===== config.mk =====
export PLATFORM = sky130hd
export DESIGN_NAME = mem_stage_ctrl
export DESIGN_NICKNAME = d
export VERILOG_FILES = /design/src/rtl/mem_stage_ctrl.sv
export SDC_FILE = /design/constraint.sdc
export NUM_CORES = 1
export LEC_CHECK = 0
export ABC_AREA = 1
export ABC_CLOCK_PERIOD_IN_PS = 1800
export CAP_MARGIN = 20
export CORE_AREA = 10 10 106 108
export CTS_CLUSTER_DIAMETER = 150
export DETAILED_ROUTE_END_ITERATION = 10
export DIE_AREA = 0 0 116 118
export HOLD_SLACK_MARGIN = 0.15
export PLACE_DENSITY = 0.8
export SLEW_MARGIN = 25
export SYNTH_ARGS = -nofsm -noshare
export SYNTH_HDL_FRONTEND = slang
export SYNTH_SLANG_ARGS = --single-unit

===== constraint.sdc =====
create_clock -name clk -period 1.8 [get_ports clk]
set_clock_uncertainty 0.1 [all_clocks]
set_input_delay 0.36 -clock clk [delete_from_list [all_inputs] [get_ports clk]]
set_output_delay 0.36 -clock clk [all_outputs]
set_load 0.02 [all_outputs]

===== src/rtl/mem_stage_ctrl.sv =====
`default_nettype none
// ============================================================================
//  Module      : mem_stage_ctrl
//  Description : MEM-stage controller for a pipelined CPU. It turns a load or
//                store request from the EX stage into a multi-cycle SRAM
//                access and freezes the upstream pipeline until it completes.
//                Optional macro MEM_READ_BUFFER_EN adds a one-entry read
//                buffer that returns repeated loads without an SRAM access.
//  Revision    : 1.0 - initial release
// ============================================================================
module mem_stage_ctrl #(
  parameter int unsigned WAIT_CYCLES = 4,
  parameter int unsigned SRAM_ADDR_W = 16,
  parameter logic [31:0] DATA_BASE   = 32'd1024
) (
  input  logic                   clk,
  input  logic                   rst,
  input  logic                   mem_read_in,
  input  logic                   mem_write_in,
  input  logic [31:0]            alu_result_in,
  input  logic [31:0]            store_data_in,
  input  logic [31:0]            sram_rdata,
  output logic [SRAM_ADDR_W-1:0] sram_addr,
  output logic [31:0]            sram_wdata,
  output logic                   sram_we_n,
  output logic                   sram_oe_n,
  output logic [31:0]            mem_read_data,
  output logic                   ready
);

  localparam logic [3:0] CNT_INIT = 4'(WAIT_CYCLES - 1);

  typedef enum logic [1:0] {
    IDLE   = 2'd0,
    ACCESS = 2'd1,
    DONE   = 2'd2
  } state_t;

  state_t                 state_q, state_d;
  logic [3:0]             cnt_q, cnt_d;
  logic [SRAM_ADDR_W-1:0] addr_q, addr_d;
  logic [31:0]            wdata_q, wdata_d;
  logic                   wr_q, wr_d;
  logic [31:0]            rdata_q, rdata_d;

  logic                   w_req;
  logic                   w_last;
  logic                   w_hit;
  logic [31:0]            w_buf_data;
  logic [31:0]            w_byte_off;
  logic [SRAM_ADDR_W-1:0] w_req_word;

  assign w_req      = mem_read_in | mem_write_in;
  // Word index relative to the data window; wraps naturally for out-of-range
  // addresses, and the byte-lane bits are simply shifted away.
  assign w_byte_off = alu_result_in - DATA_BASE;
  assign w_req_word = SRAM_ADDR_W'(w_byte_off >> 2);
  assign w_last     = (state_q == ACCESS) && (cnt_q == 4'd0);

`ifdef MEM_READ_BUFFER_EN
  logic                   buf_valid_q;
  logic [SRAM_ADDR_W-1:0] buf_addr_q;
  logic [31:0]            buf_data_q;

  // Read buffer: filled by each completed read, kept coherent by completed writes.
  always_ff @(posedge clk or negedge rst) begin
    if (!rst) begin
      buf_valid_q <= 1'b0;
      buf_addr_q  <= '0;
      buf_data_q  <= 32'd0;
    end else if (w_last) begin
      if (!wr_q) begin
        buf_valid_q <= 1'b1;
        buf_addr_q  <= addr_q;
        buf_data_q  <= sram_rdata;
      end else if (buf_valid_q && (buf_addr_q == addr_q)) begin
        buf_data_q  <= wdata_q;
      end
    end
  end

  // A write takes priority, so a simultaneous read+write never hits.
  assign w_hit      = (state_q == IDLE) && mem_read_in && !mem_write_in &&
                      buf_valid_q && (buf_addr_q == w_req_word);
  assign w_buf_data = buf_data_q;
`else
  assign w_hit      = 1'b0;
  assign w_buf_data = rdata_q;
`endif

  // State and datapath registers.
  always_ff @(posedge clk or negedge rst) begin
    if (!rst) begin
      state_q <= IDLE;
      cnt_q   <= 4'd0;
      addr_q  <= '0;
      wdata_q <= 32'd0;
      wr_q    <= 1'b0;
      rdata_q <= 32'd0;
    end else begin
      state_q <= state_d;
      cnt_q   <= cnt_d;
      addr_q  <= addr_d;
      wdata_q <= wdata_d;
      wr_q    <= wr_d;
      rdata_q <= rdata_d;
    end
  end

  // Next-state logic, request latching and pipeline stall generation.
  always_comb begin
    state_d = state_q;
    cnt_d   = cnt_q;
    addr_d  = addr_q;
    wdata_d = wdata_q;
    wr_d    = wr_q;
    rdata_d = rdata_q;
    ready   = 1'b0;
    case (state_q)
      IDLE: begin
        ready = 1'b1;
        if (w_hit) begin
          // Keep the hit value visible after the request goes away.
          rdata_d = w_buf_data;
        end else if (w_req) begin
          ready   = 1'b0;
          addr_d  = w_req_word;
          wdata_d = store_data_in;
          wr_d    = mem_write_in;
          cnt_d   = CNT_INIT;
          state_d = ACCESS;
        end
      end
      ACCESS: begin
        if (cnt_q == 4'd0) begin
          state_d = DONE;
          if (!wr_q) begin
            rdata_d = sram_rdata;
          end
        end else begin
          cnt_d = cnt_q - 4'd1;
        end
      end
      DONE: begin
        // Single release cycle; held inputs are not re-sampled here.
        ready   = 1'b1;
        state_d = IDLE;
      end
      default: begin
        state_d = IDLE;
      end
    endcase
  end

  assign sram_addr     = addr_q;
  assign sram_wdata    = wdata_q;
  assign sram_we_n     = !((state_q == ACCESS) && wr_q);
  assign sram_oe_n     = !((state_q == ACCESS) && !wr_q);
  assign mem_read_data = w_hit ? w_buf_data : rdata_q;

endmodule
`default_nettype wire


=== Yosys cells after proc, flatten, opt, wreduce, memory -nomap -nowiden ===
Cells that the tools add are included.

* Register bits after elaboration: 87
* Bits of input ports: 100
* Word-level logic and storage cells: 35

* Add/subtract/negate cells: 2
* Equality and inequality tests: 5
* Mux-type cells: 8
* Bitwise logic cells: 2
* Reduce and logical (&&, ||, !) cells: 12

{| class="wikitable"
|+ Operator list
! cell !! count
|-
| subtractor 18 x 11 -> 18 bit, second input constant || 1
|-
| two-way mux 4 bit || 2
|-
| case mux 4 bit (2 select lines) || 1
|-
| != test 2 bit, second input constant || 3
|-
| AND reduction 3 bit || 2
|-
| logical NOT 4 bit || 1
|-
| two-way mux 2 bit || 2
|-
| case mux 2 bit (2 select lines) || 1
|-
| AND reduction 2 bit || 2
|-
| subtractor 4 x 1 -> 4 bit, second input constant || 1
|-
| logical NOT 1 bit || 3
|-
| equality test 2 x 1 -> 1 bit, second input constant || 1
|-
| equality test 2 bit, second input constant || 1
|-
| logical AND 1 bit || 2
|-
| logical NOT 2 bit || 1
|-
| case mux 1 bit (2 select lines) || 1
|-
| nonzero test 2 bit || 1
|-
| two-way mux 1 bit || 1
|-
| NOT 1 bit || 1
|-
| bitwise OR 1 bit || 1
|}

=== Depth between registers and ports, before layout ===
* Depth in word-level cells: 3
* Depth in mapped cells: 8
* Mapped depth without buffers: 8

=== Worst setup path after synthesis ===
No wires, ideal clock.

* Path type: reg2reg
* Start point: register cnt_q[0]
* End point: register rdata_q[1] (netlist: mem_read_data[1])
* Setup time: 0.117 ns
* Data arrival time: 1.257 ns
* Required time: 1.583 ns
* Setup slack: 0.325 ns
* Stages on the path, launching flop included: 9
* Path buffers: 1
* Period minus slack after synthesis: 1.475 ns
* Path through: dfrtp_1 -> inv_1 -> ha_1 -> nand2_1 -> nor2_4 -> nand2_4 -> buf_6 -> nand2_1 -> nand2_1

* Longest elaborated chain between the ends: 2

{| class="wikitable"
|+ RTL lines
! element !! line !! source
|-
| start, declared || 40 || <nowiki>logic [3:0] cnt_q, cnt_d;</nowiki>
|-
| start signal, assigned || 102 || <nowiki>cnt_q <= cnt_d;</nowiki>
|-
| logical NOT 4 bit || 135 || <nowiki>if (cnt_q == 4'd0) begin</nowiki>
|-
| AND reduction 3 bit (no source line) || -- ||
|-
| end signal, assigned || 106 || <nowiki>rdata_q <= rdata_d;</nowiki>
|-
| end, declared || 44 || <nowiki>logic [31:0] rdata_q, rdata_d;</nowiki>
|}

Every way passes these cells.
A chain may end at the register's enable or synchronous reset.

=== Final worst setup path ===
* Start point: register cnt_q[0]
* End point: register rdata_q[23] (netlist: mem_read_data[23])

The elaborated chain is that of the path after synthesis.

==> flow_summary.toml <==
[die]
ioPinCount = 183
fp.dieW_um = 116
rows = 35
core_area_sq_um = 9110
dieHeight_um = 118
fp.dieArea_sq_um = 13700
initial_core_util_pct = 39.6

[power_and_ir_drop]
power_density_nw_per_um2 = 1740
p_leak_nw = 3.15
max-vdd-ir-drop_uv = 640
p_total_mw = 9.79

[clocking]
cts_buffers = 9
cts_sinks = 87
tritoncts = "done"
clock_path_buffers = 2
post_cts_buffers = 0
root_buffer = "clkbuf_8"
htreeDepth = 3
clk-insertion-delay-late_ns = 0.35
clkTransAtPathRegs_ns = 0.09

[placed_design]
portBuffers = 166
preCtsSetupSlack_ns = -0.538
hpwlAfterDp_mm = 8.34
placedCellCount = 687
postPlaceCellArea_sq_um = 5400
gp_congestion = 0.794

[detailed_routing]
wl_per_cell_um = 16.1
drtIter0Drc = 255
drc_errors = 0
antenna_left = 0
vias = 3340
drtPass1Iterations = 4
viasPerCell = 4.74
wl_met1_mm = 4.66
dr_wl_met3_mm = 1.35
dr_wl_met2_mm = 5.20
highest_layer = "met4"
wirelength_mm = 11.4

[critical_path]
reg2reg_to = "mem_read_data[23]"
worstPathArrival_ns = 1.86
critPathLaunchType = "flip-flop"
r2r_start = "cnt_q[0]"
reg2reg_depth = 7
r2r_setup_slack_ns = 0.09
worst-setup-path-type = "reg2reg"
crit_required_ns = 1.95
crit_path_max_fanout = 16
cp-end-kind = "flip-flop"

[timing]
maxSlewViolCount = 0
tns_ns = 0
max_slew_margin_pct = 68.9
tightest_slew_ns = 0.466
min_period_over_period_pct = 95.1
whs_ns = 0.189
period_minus_slack_ns = 1.71
worst_slack_ns = 0.0880
fmax_ghz = 0.584
final_hold_viol_count = 0
setup_viol = 0

[logic_synthesis]
synth_nets = 517
yosys_warnings = 0
syn_inst = 415
seq_area_frac_synth_pct = 60.3
syn_area_per_cell_sq_um = 8.70
synth_area_sq_um = 3610
synth-seq-cells = 87
synth.distinct_cells = 18

[cells_and_area]
mostFrequentLayoutCells = "216 x nand2_1, 86 x dfrtp_1, 80 x clkdlybuf4s50_1"
stdcell_area_sq_um = 5620
antenna_cells = 0
utilization_pct = 61.7
nFillCells = 790
syn2layout_area_growth_pct = 55.8
final_cells = 705
mostFrequentLayoutCell = "nand2_1"
final_nets = 691
drive_above_1_share_pct = 7.74

[grt]
grtUsageTotal_pct = 16.2
grt_pass1_vias = 3470
grt.overflow.total = 0
antenna_found_initial = 0
grt_pass1_wl_mm = 17.9
grt_start_max_net_pins = 88

[hold_path]
min_to = "wr_q"
hold_class = "in2reg"
min_path_cells = 3
min_from = "mem_write_in"

[outcome]
outcome = "complete, no violations"

[run]
drv_cap = 0
## cell type report
class                      instances  area [sq um]  share of cell area [%]
clock buffer                      11           151                    2.69
clock inverter                     5          40.0                   0.712
inverter                          17          63.8                    1.13
multi-input combinational        293          1250                    22.3
sequential                        87          2180                    38.7
tap                              111           139                    2.47
timing repair buffer             181          1800                    32.0
## worst max-delay path, cell delays in order, from the launching register on
cell     delay [ns]
dfrtp_1        0.41
inv_1          0.11
ha_2           0.23
nand2_2        0.10
nor2_4         0.28
nand2_4        0.21
nand2_1        0.11
nand2_1        0.06
## kinds of logic after synthesis
logic type,Yosys count,share of synthesized area [%]
simple gates,277,31.0
flops,87,60.3
buf+inv,36,6.03
compound gates,12,1.66
fa+ha+maj,2,0.693
xor+xnor,1,0.243
## cells in the mapped netlist
master    instances  area share, %
nand2_1         217             23
a21oi_1           4           0.55
buf_6            10            3.1
ha_1              2           0.69
inv_2             2           0.21
clkinv_1          1           0.10
nor2_1           14            1.5
dfrtp_1          87             60
nand2_4           2           0.62
nand4_1           2           0.35
o21ai_0           8            1.1
inv_1            14            1.5
clkbuf_1          3           0.31
or2_1             1           0.17
nand3_1          40            5.5
buf_2             6           0.83
nor2_4            1           0.31
xnor2_1           1           0.24
## power breakdown
group | switching (mW) | internal [mW]
registers | 0.487 | 2.92
logic | 3.13 | 1.94
clock network | 0.715 | 0.588
total | 4.33 | 5.45
## metal layers
| layer | GRT usage [%] | up-vias |
|---|---|---|
| met3 | 7.65 | 12 |
| met5 | 0 | - |
| li1 | - | 1634 |
| met4 | 4.93 | 0 |
| met1 | 18.5 | 1554 |
| met2 | 25.9 | 140 |
## flip-flops by register name, summed over array words and instances, names as in the netlist
signal,count
wr_q,1
sram_addr,16
state_q,2
cnt_q,4
mem_read_data,32
sram_wdata,32
## worst max-delay path by stage
stage                 startpoint                 to  depth (start not counted)
floorplan               cnt_q[0]   mem_read_data[1]                          8
global placement    mem_write_in              ready                          4
detailed placement  mem_write_in              ready                          4
CTS                 mem_write_in              ready                          4
global route            cnt_q[0]   mem_read_data[5]                          7
finish                  cnt_q[0]  mem_read_data[23]                          7
## what timing repair did
item,in CTS,in global routing
endpoints found under the hold margin,87,0
gates cloned,0,1
pin swaps,1,3
hold buffers,1,0
gates resized for setup,72,34
endpoints found under the setup margin,61,37
Power figures use the tool's default switching activity.
